**config.mk**
```make
export PLATFORM = sky130hd
export DESIGN_NAME = food_spawner_flat
export DESIGN_NICKNAME = d
export VERILOG_FILES = /design/src/rtl/food_spawner_pkg.sv /design/src/rtl/food_spawner_if.sv /design/src/rtl/food_spawner_grid_snap.sv /design/src/rtl/food_spawner.sv /design/src/flat_wrapper.sv
export SDC_FILE = /design/constraint.sdc
export NUM_CORES = 1
export LEC_CHECK = 0
export BUFFER_PORTS_ARGS = -buffer_cell sky130_fd_sc_hd__buf_2
export CAP_MARGIN = 15
export CORE_MARGIN = 4
export CORE_UTILIZATION = 58
export CTS_CLUSTER_SIZE = 40
export DETAILED_ROUTE_END_ITERATION = 10
export GPL_ROUTABILITY_DRIVEN = 0
export GPL_TIMING_DRIVEN = 0
export PLACE_DENSITY_LB_ADDON = 0.2
export SLEW_MARGIN = 15
export SYNTH_ARGS = -nofsm -noshare
export SYNTH_HDL_FRONTEND = slang
export SYNTH_SLANG_ARGS = --single-unit
export TNS_END_PERCENT = 30
```
**constraint.sdc**
```tcl
create_clock -name clk -period 7.76 [get_ports clk]
set_input_delay 1.164 -clock clk [delete_from_list [all_inputs] [get_ports clk]]
set_output_delay 1.164 -clock clk [all_outputs]
set_load 0.01 [all_outputs]
```
**src/rtl/food_spawner_pkg.sv**
```systemverilog
// Shared constants and state encoding for the Snake food spawner.
// The grid pitch, screen bounds and coordinate widths match the VGA renderer and collision logic.
package food_spawner_pkg;

    localparam int X_W   = 10;
    localparam int Y_W   = 9;
    localparam int GRID  = 10;
    localparam int X_MIN = 20;
    localparam int X_MAX = 620;
    localparam int Y_MIN = 20;
    localparam int Y_MAX = 460;
    localparam int RST_X = 320;
    localparam int RST_Y = 240;

    typedef enum logic [2:0] {
        ST_IDLE,
        ST_SAMPLE,
        ST_QUERY,
        ST_STEP,
        ST_PLACE
    } spawn_state_t;

endpackage

```
**src/rtl/food_spawner_if.sv**
```systemverilog
// Signal bundle between the food spawner and its neighbours: the random generator,
// the snake-body occupancy logic, and the renderer/collision consumers.
interface food_spawner_if;
    import food_spawner_pkg::*;

    logic           eat;
    logic [X_W-1:0] rand_x;
    logic [Y_W-1:0] rand_y;
    // Occupancy query: occ_x/occ_y are held stable while occ_req=1; occ_ack is meaningful
    // only while occ_req=1 (it may coincide with the first occ_req cycle), occ_hit is valid
    // with occ_ack, and occ_req drops the cycle after the ack is taken.
    logic           occ_req;
    logic [X_W-1:0] occ_x;
    logic [Y_W-1:0] occ_y;
    logic           occ_ack;
    logic           occ_hit;
    logic [X_W-1:0] food_x;
    logic [Y_W-1:0] food_y;
    logic           food_valid;
    logic           busy;
    logic           spawn_fail;

    modport master (
        input  eat, rand_x, rand_y, occ_ack, occ_hit,
        output occ_req, occ_x, occ_y, food_x, food_y, food_valid, busy, spawn_fail
    );

    modport slave (
        output eat, rand_x, rand_y, occ_ack, occ_hit,
        input  occ_req, occ_x, occ_y, food_x, food_y, food_valid, busy, spawn_fail
    );

endinterface

```
**src/rtl/food_spawner_grid_snap.sv**
```systemverilog
// Combinational snap of one coordinate axis: floor to a GRID multiple, then clamp to [MIN, MAX].
module food_spawner_grid_snap #(
    parameter int W    = 10,
    parameter int GRID = 10,
    parameter int MIN  = 20,
    parameter int MAX  = 620
) (
    input  logic [W-1:0] raw,
    output logic [W-1:0] snapped
);

    localparam logic [W-1:0] GRID_V = W'(GRID);
    localparam logic [W-1:0] MIN_V  = W'(MIN);
    localparam logic [W-1:0] MAX_V  = W'(MAX);

    logic [W-1:0] floored;

    always_comb begin
        floored = raw - (raw % GRID_V);
        if (floored < MIN_V) begin
            snapped = MIN_V;
        end else if (floored > MAX_V) begin
            snapped = MAX_V;
        end else begin
            snapped = floored;
        end
    end

endmodule

```
**src/rtl/food_spawner.sv**
```systemverilog
// Food spawner: snaps a random coordinate to the grid, scans forward past snake-occupied cells,
// and publishes a stable food position. Define FOOD_RELOCATE_EN to add idle-timeout relocation.
module food_spawner
    import food_spawner_pkg::*;
#(
    parameter int MAX_TRIES = 8
`ifdef FOOD_RELOCATE_EN
    ,
    parameter int unsigned RELOC_CYC = 500000000
`endif
) (
    input  logic          clk,
    input  logic          rst,
    food_spawner_if.master bus,
    output spawn_state_t  state_dbg
);

    localparam int TRY_W = $clog2(MAX_TRIES + 1);

    spawn_state_t   state, state_next;
    logic [X_W-1:0] cand_x, snap_x, step_x, food_x;
    logic [Y_W-1:0] cand_y, snap_y, step_y, food_y;
    logic [TRY_W-1:0] tries;
    logic           pending, food_valid, spawn_fail;
    logic           start, last_try, reloc_trig;

    food_spawner_grid_snap #(.W(X_W), .GRID(GRID), .MIN(X_MIN), .MAX(X_MAX)) u_snap_x (
        .raw(bus.rand_x), .snapped(snap_x)
    );
    food_spawner_grid_snap #(.W(Y_W), .GRID(GRID), .MIN(Y_MIN), .MAX(Y_MAX)) u_snap_y (
        .raw(bus.rand_y), .snapped(snap_y)
    );

`ifdef FOOD_RELOCATE_EN
    logic [31:0] idle_cnt;
    logic        idle_run;

    assign idle_run   = (state == ST_IDLE) && food_valid;
    assign reloc_trig = idle_run && (idle_cnt == 32'(RELOC_CYC - 1));

    always_ff @(posedge clk) begin
        if (rst || bus.eat || reloc_trig || !idle_run) begin
            idle_cnt <= '0;
        end else begin
            idle_cnt <= idle_cnt + 32'd1;
        end
    end
`else
    assign reloc_trig = 1'b0;
`endif

    assign start    = bus.eat || pending || reloc_trig;
    assign last_try = (tries == TRY_W'(MAX_TRIES - 1));

    // Forward scan wraps x to X_MIN on the next row, and the row back to Y_MIN past the bottom.
    always_comb begin
        step_x = cand_x + X_W'(GRID);
        step_y = cand_y;
        if (step_x > X_W'(X_MAX)) begin
            step_x = X_W'(X_MIN);
            step_y = cand_y + Y_W'(GRID);
            if (step_y > Y_W'(Y_MAX)) begin
                step_y = Y_W'(Y_MIN);
            end
        end
    end

    always_comb begin
        state_next = state;
        case (state)
            ST_IDLE:   if (start) state_next = ST_SAMPLE;
            ST_SAMPLE: state_next = ST_QUERY;
            ST_QUERY: begin
                if (bus.occ_ack) begin
                    state_next = (bus.occ_hit && !last_try) ? ST_STEP : ST_PLACE;
                end
            end
            ST_STEP:   state_next = ST_QUERY;
            ST_PLACE:  state_next = ST_IDLE;
            default:   state_next = ST_IDLE;
        endcase
    end

    always_ff @(posedge clk) begin
        if (rst) begin
            state      <= ST_SAMPLE;
            cand_x     <= X_W'(RST_X);
            cand_y     <= Y_W'(RST_Y);
            food_x     <= X_W'(RST_X);
            food_y     <= Y_W'(RST_Y);
            food_valid <= 1'b0;
            tries      <= '0;
            pending    <= 1'b0;
            spawn_fail <= 1'b0;
        end else begin
            state      <= state_next;
            spawn_fail <= 1'b0;
            // One-deep: an eat during a spawn is remembered and consumed on the next IDLE.
            pending    <= (pending || bus.eat) && (state != ST_IDLE);
            case (state)
                ST_IDLE: if (start) food_valid <= 1'b0;
                ST_SAMPLE: begin
                    cand_x <= snap_x;
                    cand_y <= snap_y;
                end
                ST_QUERY: begin
                    if (bus.occ_ack && bus.occ_hit) begin
                        tries      <= tries + TRY_W'(1);
                        spawn_fail <= last_try;
                    end
                end
                ST_STEP: begin
                    cand_x <= step_x;
                    cand_y <= step_y;
                end
                ST_PLACE: begin
                    food_x     <= cand_x;
                    food_y     <= cand_y;
                    food_valid <= 1'b1;
                    tries      <= '0;
                end
                default: ;
            endcase
        end
    end

    assign bus.occ_req    = (state == ST_QUERY);
    assign bus.occ_x      = cand_x;
    assign bus.occ_y      = cand_y;
    assign bus.food_x     = food_x;
    assign bus.food_y     = food_y;
    assign bus.food_valid = food_valid;
    assign bus.busy       = (state != ST_IDLE) && !rst;
    assign bus.spawn_fail = spawn_fail;
    assign state_dbg      = state;

endmodule

```
**src/flat_wrapper.sv**
```systemverilog
// flat-port wrapper written by rule: the top's interface ports become plain ports
module food_spawner_flat import food_spawner_pkg::*;
#(
    parameter int MAX_TRIES = 8

)
  (clk, rst, state_dbg, bus_eat, bus_rand_x, bus_rand_y, bus_occ_ack, bus_occ_hit, bus_occ_req, bus_occ_x, bus_occ_y, bus_food_x, bus_food_y, bus_food_valid, bus_busy, bus_spawn_fail);
  food_spawner_if bus_i ();
  input  logic clk;
  input  logic rst;
  output spawn_state_t state_dbg;
  input wire logic [$bits(bus_i.eat)-1:0] bus_eat;
  input wire logic [$bits(bus_i.rand_x)-1:0] bus_rand_x;
  input wire logic [$bits(bus_i.rand_y)-1:0] bus_rand_y;
  input wire logic [$bits(bus_i.occ_ack)-1:0] bus_occ_ack;
  input wire logic [$bits(bus_i.occ_hit)-1:0] bus_occ_hit;
  output wire logic [$bits(bus_i.occ_req)-1:0] bus_occ_req;
  output wire logic [$bits(bus_i.occ_x)-1:0] bus_occ_x;
  output wire logic [$bits(bus_i.occ_y)-1:0] bus_occ_y;
  output wire logic [$bits(bus_i.food_x)-1:0] bus_food_x;
  output wire logic [$bits(bus_i.food_y)-1:0] bus_food_y;
  output wire logic [$bits(bus_i.food_valid)-1:0] bus_food_valid;
  output wire logic [$bits(bus_i.busy)-1:0] bus_busy;
  output wire logic [$bits(bus_i.spawn_fail)-1:0] bus_spawn_fail;
  assign bus_i.eat = bus_eat;
  assign bus_i.rand_x = bus_rand_x;
  assign bus_i.rand_y = bus_rand_y;
  assign bus_i.occ_ack = bus_occ_ack;
  assign bus_i.occ_hit = bus_occ_hit;
  assign bus_occ_req = bus_i.occ_req;
  assign bus_occ_x = bus_i.occ_x;
  assign bus_occ_y = bus_i.occ_y;
  assign bus_food_x = bus_i.food_x;
  assign bus_food_y = bus_i.food_y;
  assign bus_food_valid = bus_i.food_valid;
  assign bus_busy = bus_i.busy;
  assign bus_spawn_fail = bus_i.spawn_fail;
  food_spawner #(.MAX_TRIES(MAX_TRIES)) u_core (.clk(clk), .rst(rst), .bus(bus_i), .state_dbg(state_dbg));
endmodule
```
==> reports/summary.txt, run 1 <==
Commonest cells after routing, fill and taps aside - nand2_1, buf_2, nor2_1, a21oi_1, dfxtp_1
CTS resizes - 0
CTS tree - done
H-tree levels - 2
FILL cells - 617
WS Path Type - in2reg
Clock Pin Slew Worst Setup and Hold Paths - 0.08 ns
Synthesized area - 4188 µm²
Post-synth top flop - dfxtp_1
Initial DRC count - 260
Unrepaired setup endpoints after global routing - no
Critical path capture point type - flip-flop
First-pass GRT wire length - 17,040 µm
Clk_lat worst skew - 0.30 ns
Starting density of the core - 60.63%
Worst-case register-to-register setup slack - 4.68 ns
DRT antenna net count - 0
Synth Instances - 592
Setup TNS - 0 ns
Post-synthesis sequential area ratio - 21.03%
Syn Area/Cell - 7.074 µm²
Hold depth - 2
Fraction of layout cells with a size suffix above 1 - 13.00%
Worst hold path type - reg2reg
Post-DP HPWL - 8007 µm
Clk_skew - 0.002926 ns
Reg-to-reg startpoint - u_core.bus.occ_x[1]
Clk root buf - clkbuf_8
Total die area - 8643 µm²
ANT cells - 0
Async S/R FF share, synth - 0%
R2r endpoint - u_core.bus.occ_y[8]
Clock buffer count from CTS - 5
Uppermost routed layer - met4
CP max stage cell - a2111oi_0
Final setup viols - 0
Maximum clock insertion buffer count - 2
R2R cell count - 10
WP data required - 7.96 ns
YS warnings - 0
HP Start - u_core.bus.food_x[9]
Outcome - finished, final reports clean
Max Fanout on Critical Path - 10
Most common cell after layout, fill and taps aside - nand2_1
GRT Util Overall - 22.94%
I/O pin cnt - 69
Area Overhead vs Synth - 13.47%
Die H - 92.97 µm
Initial DRT Pass Iterations - 5
Drt drc - 0
Hold Path End - u_core.bus.food_x[9]
Initial antenna violation count - 0
WL final - 10,330 µm
Worst path max stage delay - 0.61 ns
Die W - 92.97 µm
Largest net degree at the start of global routing - 14
Top cell family by delay on the critical path - compound AO/OA/AOI/OAI gates
Critical-path cell list - buf_2, clkbuf_1, nor2b_1, nor3b_1, a221oi_1, o211ai_1, nor4bb_1, a21o_1, or2_1, maj3_1, a221o_1, ha_1, xor2_1, nor4_1, o31ai_1, xor2_1, a2111oi_0, nand2_1, or3_1, a32o_1
Buf/Inv on CP - 2
Static Leak - 1.936 nW
Avg Vias per Cell - 5.987
Final hold slack - 0.4577 ns
CP Depth - 20
Number of synthesized register bits - 44
Max cap viols - 0
Rel. slew slack - 45.65%
Max Transition Viols Final - 0
Grt total ovfl - 0
Row Count - 30
Number of hold buffers added after CTS - 0
Post-synthesis cell type count - 73
Met2 wire length - 4925 µm
Vias in the first global route - 3,875
Power Density - 175.0 nW/µm²
Peak Freq - 150.3 MHz
Fin. Hold Viols - 0
WL met1 - 4598 µm
Fin crit period - 6.653 ns
VDD IR max - 73.93 µV
Crit path arrival time - 6.85 ns
Crit path top cell by count - xor2_1
EDFF count, synth - 0
Least-Margin Pin Slew - 0.8153 ns
Layout net count - 714
Core Footprint - 6907 µm²
Met3 WL - 622 µm
Routed vias - 4,580
Post CTS Setup Buffer Count - 0
Fin crit share - 85.74%
Clk sinks - 44
Port Buf Inserts - 62
Startpoint Class - primary input
DR WL/cell - 13.50 µm
-- how the worst max path moves through the flow --
stage             startpoint                   to
2_1_floorplan  bus_rand_y[3]  u_core.bus.occ_y[1]
3_3_place_gp   bus_rand_x[5]  u_core.bus.occ_x[1]
3_5_place_dp   bus_rand_x[5]  u_core.bus.occ_x[1]
4_1_cts        bus_rand_x[5]  u_core.bus.occ_x[1]
5_1_grt        bus_rand_y[3]  u_core.bus.occ_y[5]
6_report       bus_rand_x[5]  u_core.bus.occ_x[1]
-- worst register-to-register path, delay by kind of cell (launching register included) --
kind | cells | cell delay [ns]
AO/OA/AOI/OAI | 4 | 0.90
XOR/XNOR | 1 | 0.13
adder cells (fa/ha/maj) | 1 | 0.28
flip-flops | 1 | 0.40
AND/OR/NAND/NOR | 4 | 1.30
-- cell families after synthesis --
kind of cell	after synthesis	synth area share [%]
AOI/OAI and AO/OA	182	28.86
xor gates and xnor gates	27	5.826
adders and majority gates	24	7.051
buffers and inverters	56	5.497
DFF	44	21.03
muxes	8	1.972
other	2	0.1793
and+or+nand+nor	249	29.58
-- sequential cells by signal (all words and copies together) (netlist names) --
signal                 cells
u_core.bus.occ_y           8
u_core.bus.spawn_fail      1
u_core.pending             1
u_core.bus.food_valid      1
u_core.tries               4
u_core.state_dbg           3
u_core.bus.food_x          9
u_core.bus.food_y          8
u_core.bus.occ_x           9
-- per-stage QoR --
stage          cell area, µm²  cells  total power, mW  setup WS (ns)  util (%)
6_report                 4752    765           0.8314          1.107     68.80
5_1_grt                  4752    765           0.8904         0.5993     68.80
4_1_cts                  4752    765           0.8281          1.197     68.80
3_5_place_dp             4644    757           0.6531         0.9017     67.25
3_3_place_gp             4644    757           0.6408          1.014     67.25
2_1_floorplan            4214    599           0.5612          1.700         -
-- cell type report --
class,count,area [µm²],area share [%]
Clock buffer,6,72.57,1.527
Sequential cell,44,880.8,18.54
Tap cell,96,120.1,2.528
Buffer,36,155.1,3.265
Multi-Input combinational cell,499,3103,65.30
Clock inverter,2,35.03,0.7372
Inverter,20,75.07,1.580
Timing Repair Buffer,62,310.3,6.530
-- cell usage after synthesis (10+ instances only) --
cell type,count,share of area [%]
a21oi_1,45,5.4
o21ai_0,39,4.7
nor3_1,25,3.0
o22ai_1,10,1.5
clkbuf_1,27,2.4
inv_1,20,1.8
nand2_1,80,7.2
ha_1,22,6.6
nor2_1,45,4.0
dfxtp_1,44,21
nand3_1,18,2.2
nor2b_1,17,2.5
xnor2_1,16,3.3
xor2_1,10,2.1
nand2b_1,11,1.6
-- power by group --
| part | internal [mW] | switching (mW) |
|---|---|---|
| clock | 0.0956 | 0.0804 |
| sequential | 0.243 | 0.0223 |
| combinational | 0.159 | 0.231 |
-- layer usage --
| metal | up-vias | global-route usage [%] |
|---|---|---|
| met5 | - | 0 |
| met2 | 176 | 38.87 |
| met4 | 0 | 8.059 |
| met3 | 21 | 2.896 |
| li1 | 2316 | - |
| met1 | 2067 | 29.93 |
Power figures use the tool's default switching activity.
==> inputs of run 2 (changes only) <==
- BUFFER_PORTS_ARGS: -buffer_cell sky130_fd_sc_hd__buf_2 -> -buffer_cell sky130_fd_sc_hd__buf_4
==> reports/summary.txt, run 2 (same netlist as run 1, synthesis figures left out) <==
Final setup viols - 0 (unchanged)
Initial antenna violation count - 0 (unchanged)
Worst hold path type - reg2reg (unchanged)
Hold depth - 2 (unchanged)
Clock Pin Slew Worst Setup and Hold Paths - 0.09 ns (was 0.08 ns)
Worst path max stage delay - 0.56 ns (was 0.61 ns)
Maximum clock insertion buffer count - 2 (unchanged)
Max Fanout on Critical Path - 9 (was 10)
CP max stage cell - or4bb_1 (was a2111oi_0)
WS Path Type - in2reg (unchanged)
WP data required - 7.98 ns (was 7.96 ns)
Core Footprint - 6907 µm² (unchanged)
Layout net count - 714 (unchanged)
Critical path capture point type - flip-flop (unchanged)
Row Count - 30 (unchanged)
FILL cells - 583 (was 617)
Startpoint Class - primary input (unchanged)
Routed vias - 4,616 (was 4,580)
Area Overhead vs Synth - 17.36% (was 13.47%)
Buf/Inv on CP - 4 (was 2)
Die W - 92.97 µm (unchanged)
Starting density of the core - 60.63% (unchanged)
ANT cells - 0 (unchanged)
Unrepaired setup endpoints after global routing - no (unchanged)
Largest net degree at the start of global routing - 16 (was 14)
Peak Freq - 150.1 MHz (was 150.3 MHz)
Power Density - 172.9 nW/µm² (was 175.0 nW/µm²)
DRT antenna net count - 0 (unchanged)
First-pass GRT wire length - 17,540 µm (was 17,040 µm)
CTS resizes - 0 (unchanged)
Clk root buf - clkbuf_8 (unchanged)
Static Leak - 1.976 nW (was 1.936 nW)
Drt drc - 0 (unchanged)
Fin area - 4915 µm² (was 4752 µm²)
Max Transition Viols Final - 0 (unchanged)
R2R cell count - 10 (unchanged)
Clock buffer count from CTS - 5 (unchanged)
H-tree levels - 2 (unchanged)
Initial DRT Pass Iterations - 5 (unchanged)
Reg-to-reg startpoint - u_core.bus.occ_x[1] (unchanged)
Rel. slew slack - 45.98% (was 45.65%)
Vias in the first global route - 3,998 (was 3,875)
Post CTS Setup Buffer Count - 0 (unchanged)
Area of placed instances - 4800 µm² (was 4644 µm²)
Initial DRC count - 196 (was 260)
GRT Util Overall - 23.69% (was 22.94%)
Post-DP HPWL - 8112 µm (was 8007 µm)
Least-Margin Pin Slew - 0.8103 ns (was 0.8153 ns)
R2r endpoint - u_core.bus.occ_y[8] (unchanged)
Crit path to - u_core.bus.occ_y[3] (was u_core.bus.occ_x[1])
Clk sinks - 44 (unchanged)
Outcome - finished, final reports clean (unchanged)
Number of hold buffers added after CTS - 0 (unchanged)
Total die area - 8643 µm² (unchanged)
Avg Vias per Cell - 6.034 (was 5.987)
Crit path arrival time - 6.88 ns (was 6.85 ns)
Fin crit period - 6.664 ns (was 6.653 ns)
Most common cell after layout, fill and taps aside - nand2_1 (unchanged)
Die H - 92.97 µm (unchanged)
Clk_lat worst skew - 0.30 ns (about the same)
CTS tree - done (unchanged)
VDD IR max - 80.22 µV (was 73.93 µV)
WL final - 10,550 µm (was 10,330 µm)
Fraction of layout cells with a size suffix above 1 - 13.15% (was 13.00%)
Top cell family by delay on the critical path - compound AO/OA/AOI/OAI gates (unchanged)
Final hold slack - 0.4564 ns (was 0.4577 ns)
I/O pin cnt - 69 (unchanged)
DR WL/cell - 13.79 µm (was 13.50 µm)
Clk_skew - 0.008802 ns (was 0.002926 ns)
Commonest cells after routing, fill and taps aside - nand2_1, buf_4, nor2_1, a21oi_1, dfxtp_1 (was nand2_1, buf_2, nor2_1, a21oi_1, dfxtp_1)
Worst-case register-to-register setup slack - 4.66 ns (was 4.68 ns)
Grt total ovfl - 0 (unchanged)
Max cap viols - 0 (unchanged)
Fin crit share - 85.88% (was 85.74%)
Port Buf Inserts - 62 (unchanged)
CP Depth - 25 (was 20)
Fin. Hold Viols - 0 (unchanged)
Setup TNS - 0 ns (unchanged)
Worst setup path start - bus_rand_y[3] (was bus_rand_x[5])
run 2: layout make-up:
class	instances	area [µm²]	share of cell area [%]
clock buffers	5	68.82	1.400
clock inverters	3	46.29	0.9420
well taps	96	120.1	2.444
flip-flops and latches	44	880.8	17.92
multi-input cells	499	3103	63.14
repair buffers	62	465.4	9.470
plain buffers	36	155.1	3.157
inverters	20	75.07	1.527
run 2: power breakdown:
part	switching [mW]	internal, mW	total, mW	leakage [nW]
Sequential	0.0233	0.243	0.266	0.359
Combinational	0.231	0.171	0.402	1.56
Clock	0.0847	0.0970	0.182	0.0548
Total	0.339	0.511	0.850	1.98
run 2: metrics by stage:
stage | worst slack, ns | instances | power [mW] | util [%]
global route | 0.6009 | 765 | 0.9114 | 71.16
detailed placement | 0.8203 | 757 | 0.6654 | 69.49
finish | 1.096 | 765 | 0.8500 | 71.16
CTS | 1.134 | 765 | 0.8468 | 71.16
floorplan | 1.700 | 599 | 0.5612 | -
global placement | 1.008 | 757 | 0.6531 | 69.49
run 2: how the worst min path moves through the flow:
| stage | start | endpoint | slack [ns] |
|---|---|---|---|
| 2_1_floorplan | u_core.bus.food_x[1] | u_core.bus.food_x[1] | 0.48 |
| 4_1_cts | u_core.bus.food_x[4] | u_core.bus.food_x[4] | 0.46 |
| 3_5_place_dp | u_core.bus.food_x[4] | u_core.bus.food_x[4] | 0.45 |
| 3_3_place_gp | u_core.bus.food_x[5] | u_core.bus.food_x[5] | 0.44 |
| 6_report | u_core.bus.food_x[4] | u_core.bus.food_x[4] | 0.46 |
| 5_1_grt | u_core.bus.food_x[4] | u_core.bus.food_x[4] | 0.48 |
run 2: worst min-delay path, stage by stage (launching register included):
cell and delay, ns:
dfxtp_1 0.32, nand2_1 0.05, a21oi_1 0.05
run 2: per-layer routing:
layer	part of all wire (%)	wire, µm	GRT usage, %	up-vias
met3	6.3	662	2.092	14
li1	-	-	-	2310
met5	0	0	0	-
met1	43	4552	29.26	2112
met2	49	5200	43.19	180
met4	1.3	135	7.570	0
==> inputs of run 3 (changes only) <==
--- a/config.mk
+++ b/config.mk
@@ -11,2 +11,4 @@
 export CORE_UTILIZATION = 58
+export CTS_BUF_LIST = sky130_fd_sc_hd__clkbuf_8 sky130_fd_sc_hd__clkbuf_16
+export CTS_CLUSTER_DIAMETER = 200
 export CTS_CLUSTER_SIZE = 40
==> constraint.sdc (replaced) <==
create_clock -name clk -period 7.76 [get_ports clk]
set_input_delay 0 -clock clk [delete_from_list [all_inputs] [get_ports clk]]
set_output_delay 0 -clock clk [all_outputs]
set_load 0.01 [all_outputs]
==> reports/summary.txt, run 3 (same netlist as run 1, synthesis figures left out) <==
Crit path arrival time - 5.73 ns (was 6.88 ns)
Post CTS Setup Buffer Count - 0 (unchanged)
Core Footprint - 6907 µm² (unchanged)
Switch share - 40.02% (was 39.94%)
Startpoint Class - primary input (unchanged)
Unrepaired setup endpoints after global routing - no (unchanged)
Power Density - 172.2 nW/µm² (was 172.9 nW/µm²)
VDD IR max - 80.32 µV (was 80.22 µV)
DR WL/cell - 13.89 µm (was 13.79 µm)
Die W - 92.97 µm (unchanged)
Seq pwr share - 31.2% (was 31.3%)
Peak Freq - 180.8 MHz (was 150.1 MHz)
CTS tree - done (unchanged)
Routed vias - 4,629 (was 4,616)
FILL cells - 579 (was 583)
Number of hold buffers added after CTS - 4 (was 0)
Max cap viols - 0 (unchanged)
Fraction of layout cells with a size suffix above 1 - 13.08% (was 13.15%)
Drt drc - 0 (unchanged)
Initial DRT Pass Iterations - 5 (unchanged)
Fin. Hold Viols - 0 (unchanged)
Place WS - 1.984 ns (was 0.8203 ns)
Hold depth - 3 (was 2)
Grt total ovfl - 0 (unchanged)
H-tree levels - 2 (unchanged)
WS Path Type - in2reg (unchanged)
Max Fanout on Critical Path - 10 (was 9)
Largest net degree at the start of global routing - 16 (unchanged)
First-pass GRT wire length - 17,670 µm (was 17,540 µm)
Final core utilization - 71.74% (was 71.16%)
Internal - 0.5118 mW (was 0.5105 mW)
Post-DP HPWL - 8112 µm (unchanged)
Fin crit share - 71.28% (was 85.88%)
Least-Margin Pin Slew - 0.8103 ns (about the same)
CTS resizes - 0 (unchanged)
Fin crit period - 5.531 ns (was 6.664 ns)
Maximum clock insertion buffer count - 2 (unchanged)
Final setup viols - 0 (unchanged)
Clk root buf - clkbuf_8 (unchanged)
Fin cells - 769 (was 765)
Fin area - 4955 µm² (was 4915 µm²)
Final Power - 0.8533 mW (was 0.8500 mW)
I/O pin cnt - 69 (unchanged)
Final hold slack - 0.1881 ns (was 0.4564 ns)
Comb power frac - 47.4% (was 47.3%)
Setup TNS - 0 ns (unchanged)
Clk_lat worst skew - 0.31 ns (was 0.30 ns)
Dpl cells - 757 (unchanged)
Vias in the first global route - 4,033 (was 3,998)
Starting density of the core - 60.63% (unchanged)
ANT cells - 0 (unchanged)
Rel. slew slack - 45.98% (about the same)
WL final - 10,680 µm (was 10,550 µm)
Die H - 92.97 µm (unchanged)
Net Sw Power - 0.3415 mW (was 0.3395 mW)
Clock buffer count from CTS - 5 (unchanged)
DRT antenna net count - 0 (unchanged)
Port Buf Inserts - 62 (unchanged)
Clk_skew - 0.008592 ns (was 0.008802 ns)
Initial antenna violation count - 0 (unchanged)
Outcome - finished, final reports clean (unchanged)
Row Count - 30 (unchanged)
GRT Util Overall - 23.88% (was 23.69%)
Clock Pin Slew Worst Setup and Hold Paths - 0.09 ns (about the same)
Area of placed instances - 4800 µm² (unchanged)
Clock network fraction of design power - 21.4% (about the same)
Avg Vias per Cell - 6.020 (was 6.034)
Static Leak - 1.991 nW (was 1.976 nW)
Most common cell after layout, fill and taps aside - nand2_1 (unchanged)
Critical path capture point type - flip-flop (unchanged)
Commonest cells after routing, fill and taps aside - nand2_1, buf_4, nor2_1, a21oi_1, dfxtp_1 (unchanged)
Layout net count - 718 (was 714)
Total die area - 8643 µm² (unchanged)
Setup ws final - 2.229 ns (was 1.096 ns)
Max Transition Viols Final - 0 (unchanged)
R2R cell count - 10 (unchanged)
WP data required - 7.96 ns (was 7.98 ns)
Initial DRC count - 200 (was 196)
Area Overhead vs Synth - 18.31% (was 17.36%)
Clk sinks - 44 (unchanged)
Worst hold path type - in2reg (was reg2reg)
## run 3: layer usage
metal  routed length (µm)  vias up  global-route usage (%)  part of all wire, %
met5                    0        -                       0                    0
met2                 5274      163                   43.67                   49
li1                     -     2315                       -                    -
met4                  146        0                   7.570                  1.4
met1                 4672     2134                   29.46                   44
met3                  588       17                   2.011                  5.5
## run 3: final timing paths
path,from,end,slack [ns]
min reg2reg,u_core.bus.food_x[4],u_core.bus.food_x[4],0.46
max,bus_rand_x[5],u_core.bus.occ_x[1],2.23
max reg2reg,u_core.bus.occ_x[1],u_core.bus.occ_y[2],4.65
min,rst,u_core.bus.occ_x[8],0.19
## run 3: power groups by stage
stage	clock network [mW]	registers (mW)	logic [mW]
after floorplan	0	0.273	0.289
after detailed placement	0	0.270	0.395
after global placement	0	0.270	0.384
after CTS	0.184	0.265	0.399
final	0.183	0.266	0.404
after global routing	0.193	0.269	0.451
## run 3: critical path, stage by stage
cell      delay [ns]
buf_4           0.12
clkbuf_1        0.19
nor2b_1         0.35
nor3b_1         0.25
a221oi_1        0.07
o211ai_1        0.54
nor4bb_1        0.13
a21o_1          0.20
or2_1           0.29
maj3_1          0.36
a221o_1         0.37
ha_1            0.30
xor2_1          0.28
nor4_1          0.13
o31ai_1         0.51
a21o_1          0.19
a21oi_1         0.07
xnor2_1         0.50
inv_1           0.15
or3_1           0.45
a32o_1          0.27
## run 3: cell type report
class | instances | area (µm²) | area share (%)
clock inverter | 3 | 46.29 | 0.9343
buffer | 36 | 155.1 | 3.131
inverter | 20 | 75.07 | 1.515
multi-input combinational | 499 | 3103 | 62.63
sequential | 44 | 880.8 | 17.78
tap | 96 | 120.1 | 2.424
clock buffer | 5 | 68.82 | 1.389
timing repair buffer | 66 | 505.5 | 10.20
